File: config.mk
export PLATFORM = sky130hd
export DESIGN_NAME = uart_pattern_tx_flat
export DESIGN_NICKNAME = d
export VERILOG_FILES = /design/src/rtl/uart_pattern_tx_if.sv /design/src/rtl/uart_pattern_tx.sv /design/src/flat_wrapper.sv
export SDC_FILE = /design/constraint.sdc
export NUM_CORES = 1
export LEC_CHECK = 0
export CELL_PAD_IN_SITES_DETAIL_PLACEMENT = 1
export CELL_PAD_IN_SITES_GLOBAL_PLACEMENT = 1
export CORE_MARGIN = 5
export CORE_UTILIZATION = 40
export CTS_CLUSTER_DIAMETER = 30
export DETAILED_ROUTE_END_ITERATION = 12
export HOLD_SLACK_MARGIN = 0.05
export PLACE_DENSITY_LB_ADDON = 0.1
export SLEW_MARGIN = 20
export SYNTH_ARGS = -nofsm -noshare
export SYNTH_HDL_FRONTEND = slang
export SYNTH_SLANG_ARGS = --single-unit
File: constraint.sdc
create_clock -name clk -period 4 [get_ports clk]
set_clock_uncertainty 0.15 [all_clocks]
set_input_delay 1 -clock clk [delete_from_list [all_inputs] [get_ports clk]]
set_output_delay 1 -clock clk [all_outputs]
set_load 0.02 [all_outputs]
File: src/rtl/uart_pattern_tx_if.sv
// Control and status bundle for uart_pattern_tx.
// master = stimulus/controller side, slave = the pattern transmitter.
interface uart_pattern_tx_if;
  logic        en;
  logic [1:0]  mode;
  logic [7:0]  const_byte;
  logic        tx;
  logic        busy;
  logic        byte_sent;
  logic [7:0]  last_byte;
  logic [15:0] frame_cnt;

  modport master (
    output en, mode, const_byte,
    input  tx, busy, byte_sent, last_byte, frame_cnt
  );

  modport slave (
    input  en, mode, const_byte,
    output tx, busy, byte_sent, last_byte, frame_cnt
  );
endinterface

File: src/rtl/uart_pattern_tx.sv
// UART test-pattern source (count / walking-one / constant / LFSR) with its own 8-bit serializer.
// Define UART_PATTERN_PARITY_EN to insert an even-parity bit between the data and stop bits.
module uart_pattern_tx #(
  parameter int unsigned BAUD       = 115200,
  parameter int unsigned F          = 50000000,
  parameter int unsigned GAP_CYCLES = 1024,
  parameter int unsigned WRAP       = 8,
  parameter int unsigned STOP_BITS  = 1
) (
  input logic              clk,
  input logic              rst,
  uart_pattern_tx_if.slave bus_if
);

  localparam int unsigned CLKS_PER_BIT = F / BAUD;
  localparam int unsigned DIV_W        = (CLKS_PER_BIT > 1) ? $clog2(CLKS_PER_BIT) : 1;
  localparam int unsigned GAP_W        = (GAP_CYCLES > 1) ? $clog2(GAP_CYCLES) : 1;
  localparam logic [2:0]  STOP_LAST    = 3'(STOP_BITS - 1);

  localparam logic [1:0] MODE_COUNT = 2'b00;
  localparam logic [1:0] MODE_WALK  = 2'b01;
  localparam logic [1:0] MODE_CONST = 2'b10;
  localparam logic [1:0] MODE_LFSR  = 2'b11;

  typedef enum logic [2:0] {
    S_IDLE,
    S_GAP,
    S_START,
    S_DATA,
`ifdef UART_PATTERN_PARITY_EN
    S_PARITY,
`endif
    S_STOP
  } state_e;

  state_e             state_q;
  logic [DIV_W-1:0]   div_q;
  logic [GAP_W-1:0]   gap_q;
  logic [2:0]         bit_q;
  logic [7:0]         shift_q;
  logic [7:0]         payload_q;
  logic [1:0]         mode_q;
  logic [7:0]         count_q;
  logic [7:0]         walk_q;
  logic [7:0]         lfsr_q;
  logic               tx_q;
  logic               busy_q;
  logic               byte_sent_q;
  logic [7:0]         last_byte_q;
  logic [15:0]        frame_cnt_q;

  logic [7:0] count_d;
  logic [7:0] walk_d;
  logic [7:0] lfsr_d;
  logic [7:0] payload_d;
  logic       div_last;
  logic       div_prelast;

  assign div_last    = (div_q == DIV_W'(CLKS_PER_BIT - 1));
  assign div_prelast = (div_q == DIV_W'(CLKS_PER_BIT - 2));

  // Generator successors and the payload chosen at frame start
  always_comb begin
    count_d   = (count_q == 8'(WRAP - 1)) ? 8'd0 : count_q + 8'd1;
    walk_d    = {walk_q[6:0], walk_q[7]};
    lfsr_d    = {lfsr_q[6:0], lfsr_q[7] ^ lfsr_q[5] ^ lfsr_q[4] ^ lfsr_q[3]};
    payload_d = count_q;
    case (bus_if.mode)
      MODE_COUNT: payload_d = count_q;
      MODE_WALK:  payload_d = walk_q;
      MODE_CONST: payload_d = bus_if.const_byte;
      MODE_LFSR:  payload_d = lfsr_q;
      default:    payload_d = count_q;
    endcase
  end

  always_ff @(posedge clk or posedge rst) begin
    if (rst) begin
      state_q     <= S_IDLE;
      div_q       <= '0;
      gap_q       <= '0;
      bit_q       <= '0;
      shift_q     <= '0;
      payload_q   <= '0;
      mode_q      <= MODE_COUNT;
      count_q     <= 8'h00;
      walk_q      <= 8'h01;
      lfsr_q      <= 8'h01;
      tx_q        <= 1'b1;
      busy_q      <= 1'b0;
      byte_sent_q <= 1'b0;
      last_byte_q <= '0;
      frame_cnt_q <= '0;
    end else begin
      byte_sent_q <= 1'b0;
      case (state_q)
        S_IDLE: begin
          tx_q   <= 1'b1;
          busy_q <= 1'b0;
          if (bus_if.en) begin
            state_q <= S_GAP;
            gap_q   <= '0;
          end
        end

        S_GAP: begin
          if (!bus_if.en) begin
            state_q <= S_IDLE;
          end else if (gap_q == GAP_W'(GAP_CYCLES - 1)) begin
            payload_q <= payload_d;
            shift_q   <= payload_d;
            mode_q    <= bus_if.mode;
            div_q     <= '0;
            tx_q      <= 1'b0;
            busy_q    <= 1'b1;
            state_q   <= S_START;
          end else begin
            gap_q <= gap_q + GAP_W'(1);
          end
        end

        S_START: begin
          if (div_last) begin
            div_q   <= '0;
            bit_q   <= '0;
            tx_q    <= shift_q[0];
            shift_q <= {1'b0, shift_q[7:1]};
            state_q <= S_DATA;
          end else begin
            div_q <= div_q + DIV_W'(1);
          end
        end

        S_DATA: begin
          if (div_last) begin
            div_q <= '0;
            if (bit_q == 3'd7) begin
              bit_q <= '0;
`ifdef UART_PATTERN_PARITY_EN
              tx_q    <= ^payload_q;
              state_q <= S_PARITY;
`else
              tx_q    <= 1'b1;
              state_q <= S_STOP;
`endif
            end else begin
              bit_q   <= bit_q + 3'd1;
              tx_q    <= shift_q[0];
              shift_q <= {1'b0, shift_q[7:1]};
            end
          end else begin
            div_q <= div_q + DIV_W'(1);
          end
        end

`ifdef UART_PATTERN_PARITY_EN
        S_PARITY: begin
          if (div_last) begin
            div_q   <= '0;
            bit_q   <= '0;
            tx_q    <= 1'b1;
            state_q <= S_STOP;
          end else begin
            div_q <= div_q + DIV_W'(1);
          end
        end
`endif

        S_STOP: begin
          tx_q <= 1'b1;
          // Raised one clock early so the registered pulse lands on the final stop clock
          byte_sent_q <= (bit_q == STOP_LAST) && div_prelast;
          if (div_last) begin
            div_q <= '0;
            if (bit_q == STOP_LAST) begin
              bit_q       <= '0;
              busy_q      <= 1'b0;
              last_byte_q <= payload_q;
              frame_cnt_q <= frame_cnt_q + 16'd1;
              case (mode_q)
                MODE_COUNT: count_q <= count_d;
                MODE_WALK:  walk_q  <= walk_d;
                MODE_LFSR:  lfsr_q  <= lfsr_d;
                default:    ;
              endcase
              gap_q   <= '0;
              state_q <= bus_if.en ? S_GAP : S_IDLE;
            end else begin
              bit_q <= bit_q + 3'd1;
            end
          end else begin
            div_q <= div_q + DIV_W'(1);
          end
        end

        default: begin
          state_q <= S_IDLE;
          tx_q    <= 1'b1;
          busy_q  <= 1'b0;
        end
      endcase
    end
  end

  assign bus_if.tx        = tx_q;
  assign bus_if.busy      = busy_q;
  assign bus_if.byte_sent = byte_sent_q;
  assign bus_if.last_byte = last_byte_q;
  assign bus_if.frame_cnt = frame_cnt_q;

endmodule
File: src/flat_wrapper.sv
// flat-port wrapper written by rule: the top's interface ports become plain ports
module uart_pattern_tx_flat 
#(
  parameter int unsigned BAUD       = 115200,
  parameter int unsigned F          = 50000000,
  parameter int unsigned GAP_CYCLES = 1024,
  parameter int unsigned WRAP       = 8,
  parameter int unsigned STOP_BITS  = 1
)
  (clk, rst, bus_if_en, bus_if_mode, bus_if_const_byte, bus_if_tx, bus_if_busy, bus_if_byte_sent, bus_if_last_byte, bus_if_frame_cnt);
  uart_pattern_tx_if bus_if_i ();
  input logic clk;
  input logic rst;
  input wire logic [$bits(bus_if_i.en)-1:0] bus_if_en;
  input wire logic [$bits(bus_if_i.mode)-1:0] bus_if_mode;
  input wire logic [$bits(bus_if_i.const_byte)-1:0] bus_if_const_byte;
  output wire logic [$bits(bus_if_i.tx)-1:0] bus_if_tx;
  output wire logic [$bits(bus_if_i.busy)-1:0] bus_if_busy;
  output wire logic [$bits(bus_if_i.byte_sent)-1:0] bus_if_byte_sent;
  output wire logic [$bits(bus_if_i.last_byte)-1:0] bus_if_last_byte;
  output wire logic [$bits(bus_if_i.frame_cnt)-1:0] bus_if_frame_cnt;
  assign bus_if_i.en = bus_if_en;
  assign bus_if_i.mode = bus_if_mode;
  assign bus_if_i.const_byte = bus_if_const_byte;
  assign bus_if_tx = bus_if_i.tx;
  assign bus_if_busy = bus_if_i.busy;
  assign bus_if_byte_sent = bus_if_i.byte_sent;
  assign bus_if_last_byte = bus_if_i.last_byte;
  assign bus_if_frame_cnt = bus_if_i.frame_cnt;
  uart_pattern_tx #(.BAUD(BAUD), .F(F), .GAP_CYCLES(GAP_CYCLES), .WRAP(WRAP), .STOP_BITS(STOP_BITS)) u_core (.clk(clk), .rst(rst), .bus_if(bus_if_i));
endmodule
==> Word level (Yosys, flattened, before mapping) <==
Index checks and enable logic that the tools add are counted.
{ "word_totals": {"ff_bits": 94, "inputBits": 13, "output_inout_bits": 27, "elab_cells": 118} }
{ "op_classes": {"addsub": 5, "n_eq_ne": 25, "muxes": 46, "bitwise_logic": 4, "n_reduce_logical": 23} }
{ "op_table": {"columns": ["cell", "count"], "rows": [
  ["2-to-1 mux 10 bit", 5],
  ["2-to-1 mux 8 bit", 6],
  ["2-to-1 mux 3 bit", 13],
  ["case mux 8 bit (4 select lines)", 1],
  ["case mux 10 bit (3 select lines)", 1],
  ["2-to-1 mux 9 bit", 3],
  ["case mux 8 bit (3 select lines)", 1],
  ["AND reduction 4 bit", 5],
  ["equality test 9 bit, second input constant", 2],
  ["case mux 9 bit (2 select lines)", 1],
  ["adder 16 x 1 -> 16 bit, second input constant", 1],
  ["case mux 3 bit (5 select lines)", 1],
  ["!= test 2 x 1 -> 1 bit, second input constant", 6],
  ["AND reduction 6 bit", 2],
  ["2-to-1 mux 1 bit", 11],
  ["adder 10 x 1 -> 10 bit, second input constant", 1],
  ["equality test 10 bit, second input constant", 1],
  ["adder 9 x 1 -> 9 bit, second input constant", 1],
  ["case mux 3 bit (3 select lines)", 1],
  ["AND reduction 3 bit", 3],
  ["nonzero test 3 bit", 3],
  ["adder 8 x 1 -> 8 bit, second input constant", 1],
  ["equality test 8 x 3 -> 1 bit, second input constant", 1],
  ["!= test 2 bit, second input constant", 4],
  ["other kinds (18)", 28]
]} }

==> Logic depth before layout (Yosys ltp) <==
Gate-level depths: netlist of the first run.
{ "depth": {"word_depth": 5, "mapped_depth": 9, "mapped_depth_nobuf": 6} }

==> Least setup slack after synthesis of the first run <==
OpenSTA, ideal clock, no wires.
{ "synth_path": {"kind": "input -> register", "startpoint": "input port bus_if_en", "endpoint": "register u_core.shift_q[0]", "setup_ns": 0.125, "arrival_ns": 2.343, "slack_ns": 1.382, "stages": 6, "n_path_buf": 2, "cell_sequence": "clkbuf_1 -> nand2_1 -> o41a_1 -> a211o_1 -> buf_2 -> mux2_2"} }
{ "synth_via": {"elab_chain_cells": 2} }
{ "synth_rtl": {"columns": ["item", "line", "text"], "rows": [
  ["start, declared", "flat_wrapper.sv:14", "input wire logic [$bits(bus_if_i.en)-1:0] bus_if_en;"],
  ["!= test 2 bit (no line)", null, null],
  ["AND reduction 6 bit (no line)", null, null],
  ["end signal, assigned", "uart_pattern_tx.sv:111", "shift_q <= payload_d;"],
  ["end signal, assigned", "uart_pattern_tx.sv:127", "shift_q <= {1'b0, shift_q[7:1]};"],
  ["end signal, assigned", "uart_pattern_tx.sv:149", "shift_q <= {1'b0, shift_q[7:1]};"],
  ["end, declared", "uart_pattern_tx.sv:40", "logic [7:0] shift_q;"]
]} }
Every way passes these cells.
A chain may end at the register's enable or synchronous reset.

==> Worst setup path after layout of the first run <==
{ "layout_path": {"startpoint": "input port bus_if_en", "endpoint": "register u_core.shift_q[1]"} }
Same word-level chain as after synthesis.

==> out/metrics.cfg, run 1 <==
[floorplanning]
die_area_mm2 = 0.0144
fp.dieH_um = 120
io_pins = 40
chipWidth_um = 120
placeableCoreArea_mm2 = 0.0120
row_count = 40
start_util = 0.405

[route]
routed-via-count = 3628
wl_per_cell_um = 18.6
drcViolationCount = 0
drtAntennaViolNets = 0
via_per_inst = 5.70
drt_pass1_iterations = 4
drt_iter0_drc = 156
wl_um = 11800

[sta]
hold_viol_final = 0
fmax_mhz = 349
finalMaxSlewViolations = 0
period_minus_slack_ns = 2.87
finalCritPeriodShare = 0.717
final-setup-viol-count = 0
rsz0062_at_grt = false
tightest_slew_ns = 0.928
final.setup.tns_ns = 0
relSlewSlack = 0.377

[finish]
drive_gt1_frac = 0.151
final_area_mm2 = 0.00571
syn2layout_area_growth_pct = 18.0
nets = 507
antenna_cells = 0
final_util = 0.477

[global_route]
grt_pass1_wl_um = 20200
grt_pass1_vias = 3889
antenna_found_initial = 0
groute.usage.overall = 0.174
grt_max_degree = 45
grt.overflow.total = 0

[worst_setup_path]
cpPeakStageDelay_ns = 0.65
crit_slowest_cell = clkdlybuf4s50_1
rr_startpoint = u_core.div_q[1]
r2r-end = u_core.count_q[3]
worstPathRequired_ns = 4.09
crit_chain = clkdlybuf4s50_1 > nand2_1 > o41a_1 > a211o_1 > mux2_2
path_class = in2reg
end_kind = register
crit_fanout = 10
cp.arrival_ns = 2.95
critPathLaunchType = primary input
r2r_setup_slack_ns = 1.24
r2r_cells = 7

[placement]
place_area_mm2 = 0.00536
io_buffers = 39
hpwlAfterDp_um = 8420
gp_congestion = 0.806

[clock_tree]
post_cts_resized = 0
cts_buffers = 9
cts_setup_buffers = 0
cts.clk_slew.worst_paths_ns = 0.07
clockBufferDepth = 2
clk_latency_ns = 0.35
tritoncts = built
cts_sinks = 94
htreeDepth = 3
hold_buffers = 0
cts-root-buf = clkbuf_16

[synth]
yosys-top-cells-area = dfrtp_1 (47%), mux2_2 (6.0%), nand2_1 (5.6%)
synth-async-reset-ratio = 1.00
synth_ff_type = dfrtp_1
yosys-top-cells-count = dfrtp_1 (91), nand2_1 (72), mux2_2 (26)
synth_cell_types = 62
synth_fp_nets = 473
syn_avg_cell_area_um2 = 10.7
synth.ff_latch_count = 94
yosysTopAreaCell = dfrtp_1
synth_edf_count = 0
yosys.area.top_type_share = 0.470
ys.warnings.count = 0
syn_inst = 451
ys_seq_area_frac = 0.487
syn_area_mm2 = 0.00484
synth_most_common_cell = dfrtp_1

[min_path]
hold_depth = 1
min_to = u_core.bus_if.frame_cnt[15]
hold_start = u_core.bus_if.frame_cnt[15]
hold_class = reg2reg

[pwr]
power.density_mw_per_mm2 = 387
peakVddDrop_uv = 189
p_leak_nw = 2.66

[status]
status = finished clean

[job]
cap_violations = 0

-- per-stage QoR --
step           worst slack, ns  hold slack (ns)  cells  power (mW)
4_1_cts                   1.13            0.333    637        2.24
5_1_grt                   1.04            0.340    637        2.30
6_report                  1.13            0.327    637        2.21
3_5_place_dp             0.761            0.318    621        1.22
2_1_floorplan            0.406            0.285    451        1.16
3_3_place_gp             0.851            0.308    621        1.21
-- worst max-delay path: cells and delay by family --
family	cells	cell delay (ns)
AO/OA/AOI/OAI	2	0.82
buffers and inverters	1	0.65
multiplexers	1	0.34
AND/OR/NAND/NOR	1	0.15
-- flip-flops by register name, indices dropped and copies added (netlist names) --
register	cells
u_core.mode_q	2
u_core.state_q	3
u_core.bus_if.byte_sent	1
u_core.walk_q	8
u_core.count_q	8
u_core.bus_if.frame_cnt	16
u_core.shift_q	8
u_core.bus_if.last_byte	8
u_core.bus_if.busy	1
u_core.lfsr_q	8
u_core.gap_q	10
u_core.bus_if.tx	1
u_core.bit_q	3
u_core.div_q	9
u_core.payload_q	8
-- routing by layer --
layer,vias to the layer above,track usage,part of all wire
met1,1856,0.234,0.47
met3,17,0.0335,0.028
met2,45,0.286,0.49
li1,1710,-,-
met5,-,0,0
met4,0,0.0515,0.013
-- logic make-up (layout without fill, tap and decap cells) --
group | count (synthesis) | after routing | synth area share
AOI/OAI and AO/OA | 73 | 73 | 0.102
xor gates and xnor gates | 24 | 24 | 0.0434
adders and majority gates | 9 | 9 | 0.0233
buffers and inverters | 37 | 76 | 0.0339
DFF | 94 | 94 | 0.487
muxes | 44 | 44 | 0.120
and+or+nand+nor | 170 | 170 | 0.190
-- cell usage in the layout, fill, tap and decap left out, drive strengths merged, types with 8 or more instances in the layout --
cell / instances
nand2: 72
dfrtp: 91
xnor2: 8
xor2: 16
mux4: 8
mux2: 33
nor2: 10
nand3: 21
o21ai: 17
a31oi: 18
nor3: 8
inv: 13
ha: 9
buf: 8
clkbuf: 9
nor4: 13
clkdlybuf4s50: 39
nand4: 12
-- power by group --
part | internal [mW] | switching, mW | leakage, nW | total, mW
Sequential | 0.992 | 0.0398 | 1.25 | 1.03
Clock | 0.613 | 0.396 | 0.162 | 1.01
Combinational | 0.0739 | 0.0939 | 1.24 | 0.168
-- how the worst max path moves through the flow --
| stage | endpoint | depth (start not counted) | start |
|---|---|---|---|
| after floorplan | u_core.bit_q[0] | 1 | rst |
| after global placement | u_core.shift_q[6] | 5 | bus_if_mode[1] |
| after detailed placement | u_core.shift_q[1] | 5 | bus_if_en |
| after CTS | u_core.shift_q[1] | 5 | bus_if_en |
| after global routing | u_core.shift_q[1] | 5 | bus_if_en |
| final | u_core.shift_q[1] | 5 | bus_if_en |
-- area by class of cell --
type	count	area (um^2)
inverter	13	51.3
timing repair buffer	47	450
clock inverter	7	123
clock buffer	9	225
sequential	94	2360
multi-input combinational	320	2320
tap	147	184
fill	1301	6250
(Power assumes the default switching activity.)
==> run 2, diff against run 1 <==
- clock period: 4 -> 2.73 ns (I/O delays scaled with it)
==> out/metrics.cfg, run 2 (synthesis gave the netlist of run 1 again) <==
[placement]
place_area_mm2 = 0.00544
hpwlAfterDp_um = 8160
io_buffers = 39
gp_congestion = 0.800

[worst_setup_path]
cpPeakStageDelay_ns = 0.69
worstPathRequired_ns = 1.90
r2r_cells = 7
crit_chain = clkdlybuf4s50_1
cp.arrival_ns = 1.61
crit_slowest_cell = clkdlybuf4s50_1
crit_fanout = 11
cp_num_buf_inv = 1
crit_family = buffers and inverters
end_kind = output port
cp.depth = 1
critPathLaunchType = register
path_class = reg2out

[finish]
fill_cells = 1300
drive_gt1_frac = 0.166
largest_register_ffs = 16
nets = 516
antenna_cells = 0
syn2layout_area_growth_pct = 18.8
layout_common_cells = dfrtp_1 (91), nand2_1 (72), clkdlybuf4s50_1 (39)
layout_commonest_cell = dfrtp_1
final_util = 0.481
final_area_mm2 = 0.00575

[route]
wl_um = 11500
wl_per_cell_um = 17.9
drcViolationCount = 0
via_per_inst = 5.63
routed-via-count = 3639
drtAntennaViolNets = 0
drt_iter0_drc = 164
drt_pass1_iterations = 4

[pwr]
clkPwrFrac = 0.421
peakVddDrop_uv = 350
p_seq_frac = 0.492
power.density_mw_per_mm2 = 533
sw_frac_of_total = 0.238
power.switching_uw = 730
p_leak_nw = 2.69
internal_power_mw = 2.33
combPwrFrac = 0.087

[sta]
finalMaxSlewViolations = 0
tightest_slew_ns = 0.548
finalCritPeriodShare = 0.894
final-setup-viol-count = 0
period_minus_slack_ns = 2.44
fmax_mhz = 410
rsz0062_at_grt = false
timing.hold.ws_ns = 0.317
hold_viol_final = 0
final.setup.tns_ns = 0
relSlewSlack = 0.635

[clock_tree]
cts_sinks = 94
tritoncts = built
htreeDepth = 3
clockBufferDepth = 2
clk_latency_ns = 0.34
hold_buffers = 0
cts-root-buf = clkbuf_16
cts.clk_slew.worst_paths_ns = 0.06
cts_buffers = 9
cts_setup_buffers = 0
post_cts_resized = 0

[floorplanning]
row_count = 40
start_util = 0.405
fp.dieH_um = 120
chipWidth_um = 120
placeableCoreArea_mm2 = 0.0120
die_area_mm2 = 0.0144
io_pins = 40

[global_route]
grt_max_degree = 95
grt.overflow.total = 0
grt_pass1_wl_um = 19600
grt_pass1_vias = 3845
antenna_found_initial = 0
groute.usage.overall = 0.169

[job]
cap_violations = 0

[min_path]
hold_class = reg2reg
hold_depth = 2

[status]
status = finished clean

run 2: layout make-up:
cell class	count	area (um^2)	area share
Clock buffer	11	253	0.0439
Clock inverter	5	56.3	0.00979
Sequential cell	94	2360	0.410
Timing Repair Buffer	56	531	0.0922
Inverter	13	52.6	0.00913
Tap cell	147	184	0.0320
Multi-Input combinational cell	320	2320	0.403
run 2: power groups by stage:
stage	Clock, mW	Combinational (mW)	Sequential [mW]
final	1.29	0.266	1.51
after global routing	1.40	0.303	1.52
after CTS	1.34	0.272	1.51
after detailed placement	0	0.271	1.53
after global placement	0	0.256	1.53
after floorplan	0	0.181	1.52
run 2: per-stage QoR:
stage               setup slack, ns  power [mW]  std cells
floorplan                     0.430        1.70        451
global placement             0.0784        1.78        630
detailed placement           0.0275        1.81        630
CTS                           0.274        3.12        646
global route                  0.164        3.22        646
finish                        0.291        3.06        646
run 2: metal layers:
layer,routed length (um),up-vias,global-route usage
li1,-,1740,-
met1,5220,1853,0.220
met2,5870,35,0.285
met3,295,11,0.0273
met4,151,0,0.0608
met5,0,-,0
run 2: path summary, 6_finish.rpt:
kind	slack (ns)	start	endpoint
worst max-delay path	0.29	u_core.bus_if.frame_cnt[4]	bus_if_frame_cnt[4]
worst min-delay path	0.32	u_core.payload_q[6]	u_core.bus_if.last_byte[6]
worst max register to register	0.31	u_core.div_q[1]	u_core.count_q[3]
worst min register to register	0.32	u_core.payload_q[6]	u_core.bus_if.last_byte[6]
max in group asynchronous	1.31	rst	u_core.bus_if.tx
min in group asynchronous	0.66	rst	u_core.div_q[0]
==> run 3, diff against run 2 <==
- REMOVE_ABC_BUFFERS: default -> 1
==> out/metrics.cfg, run 3 (synthesis gave the netlist of run 1 again) <==
[status]
status = finished clean

[clock_tree]
post_cts_resized = 0
hold_buffers = 0
cts-root-buf = clkbuf_16
htreeDepth = 3
cts_setup_buffers = 0
clk_latency_ns = 0.34
cts_buffers = 9
clockBufferDepth = 2
tritoncts = built
cts_sinks = 94
cts.clk_slew.worst_paths_ns = 0.07

[sta]
period_minus_slack_ns = 2.31
finalCritPeriodShare = 0.847
hold_viol_final = 0
fmax_mhz = 432
finalMaxSlewViolations = 0
final-setup-viol-count = 0
relSlewSlack = 0.621
tightest_slew_ns = 0.564
rsz0062_at_grt = false
timing.hold.ws_ns = 0.326

[finish]
antenna_cells = 0
fin_cells = 653
fill_cells = 1305
layout_commonest_cell = dfrtp_1
largest_register_ffs = 16
final_area_mm2 = 0.00584
layout_common_cells = dfrtp_1 (91), nand2_1 (72), clkdlybuf4s50_1 (39)
drive_gt1_frac = 0.174
syn2layout_area_growth_pct = 20.6
nets = 523

[global_route]
groute.usage.overall = 0.174
grt.overflow.total = 0
grt_max_degree = 36
antenna_found_initial = 0
grt_pass1_wl_um = 19900
grt_pass1_vias = 3872

[job]
cap_violations = 0

[worst_setup_path]
crit_chain = clkdlybuf4s50_1
end_kind = output port
critPathLaunchType = register
cp_num_buf_inv = 1
crit_slowest_cell = clkdlybuf4s50_1
crit_fanout = 2
cp.arrival_ns = 1.48
crit_family = buffers and inverters
path_class = reg2out
cpPeakStageDelay_ns = 0.60
worstPathRequired_ns = 1.90

[pwr]
peakVddDrop_uv = 257
power.density_mw_per_mm2 = 537
p_leak_nw = 2.73
total_power_mw = 3.14

[route]
drtAntennaViolNets = 0
drt_pass1_iterations = 4
drt_iter0_drc = 153
routed-via-count = 3674
wl_per_cell_um = 18.1
via_per_inst = 5.63
wl_um = 11800
drcViolationCount = 0

[floorplanning]
placeableCoreArea_mm2 = 0.0120
start_util = 0.405
die_area_mm2 = 0.0144
io_pins = 40
row_count = 40
chipWidth_um = 120
fp.dieH_um = 120

[placement]
place_area_mm2 = 0.00552
gp_congestion = 0.793
io_buffers = 39
hpwlAfterDp_um = 8650
dpl.cell_count = 637

[min_path]
hold_class = reg2reg

[run 3: metal layers]
metal,global-route usage,routed length (um),share of wire,vias up
li1,-,-,-,1754
met1,0.223,5440,0.46,1867
met2,0.300,6010,0.51,43
met3,0.0226,228,0.019,10
met4,0.0623,167,0.014,0
met5,0,0,0,-
[run 3: final timing paths]
| kind | from | end | slack [ns] | cells after the start |
|---|---|---|---|---|
| hold reg to reg | u_core.bus_if.frame_cnt[15] | u_core.bus_if.frame_cnt[15] | 0.33 | 1 |
| min in group asynchronous | rst | u_core.div_q[2] | 0.57 | 2 |
| hold / removal | u_core.bus_if.frame_cnt[15] | u_core.bus_if.frame_cnt[15] | 0.33 | 1 |
| setup reg to reg | u_core.div_q[1] | u_core.walk_q[2] | 0.45 | 6 |
| setup / recovery | u_core.bus_if.tx | bus_if_tx | 0.42 | 1 |
| max in group asynchronous | rst | u_core.lfsr_q[0] | 1.22 | 3 |
[run 3: where the power goes]
group / internal [mW] / leakage (nW) / total, mW / switching [mW]
logic: 0.128 / 1.34 / 0.278 / 0.150
registers: 1.45 / 1.25 / 1.51 / 0.0526
clock network: 0.805 / 0.146 / 1.35 / 0.546
[run 3: through the flow]
stage | setup WS [ns] | setup TNS, ns | util
finish | 0.417 | 0 | 0.488
global route | 0.323 | 0 | 0.488
CTS | 0.396 | 0 | 0.488
detailed placement | 0.0935 | 0 | 0.462
global placement | 0.112 | 0 | 0.462
floorplan | -0.546 | -49.70 | -
[run 3: area by class of cell]
type / instances / area, um^2 / area share
Multi-Input combinational cell: 320 / 2320 / 0.398
Clock buffer: 11 / 233 / 0.0399
Tap cell: 147 / 184 / 0.0315
Timing Repair Buffer: 63 / 608 / 0.104
Clock inverter: 5 / 83.8 / 0.0144
Inverter: 13 / 51.3 / 0.00879
Sequential cell: 94 / 2360 / 0.404
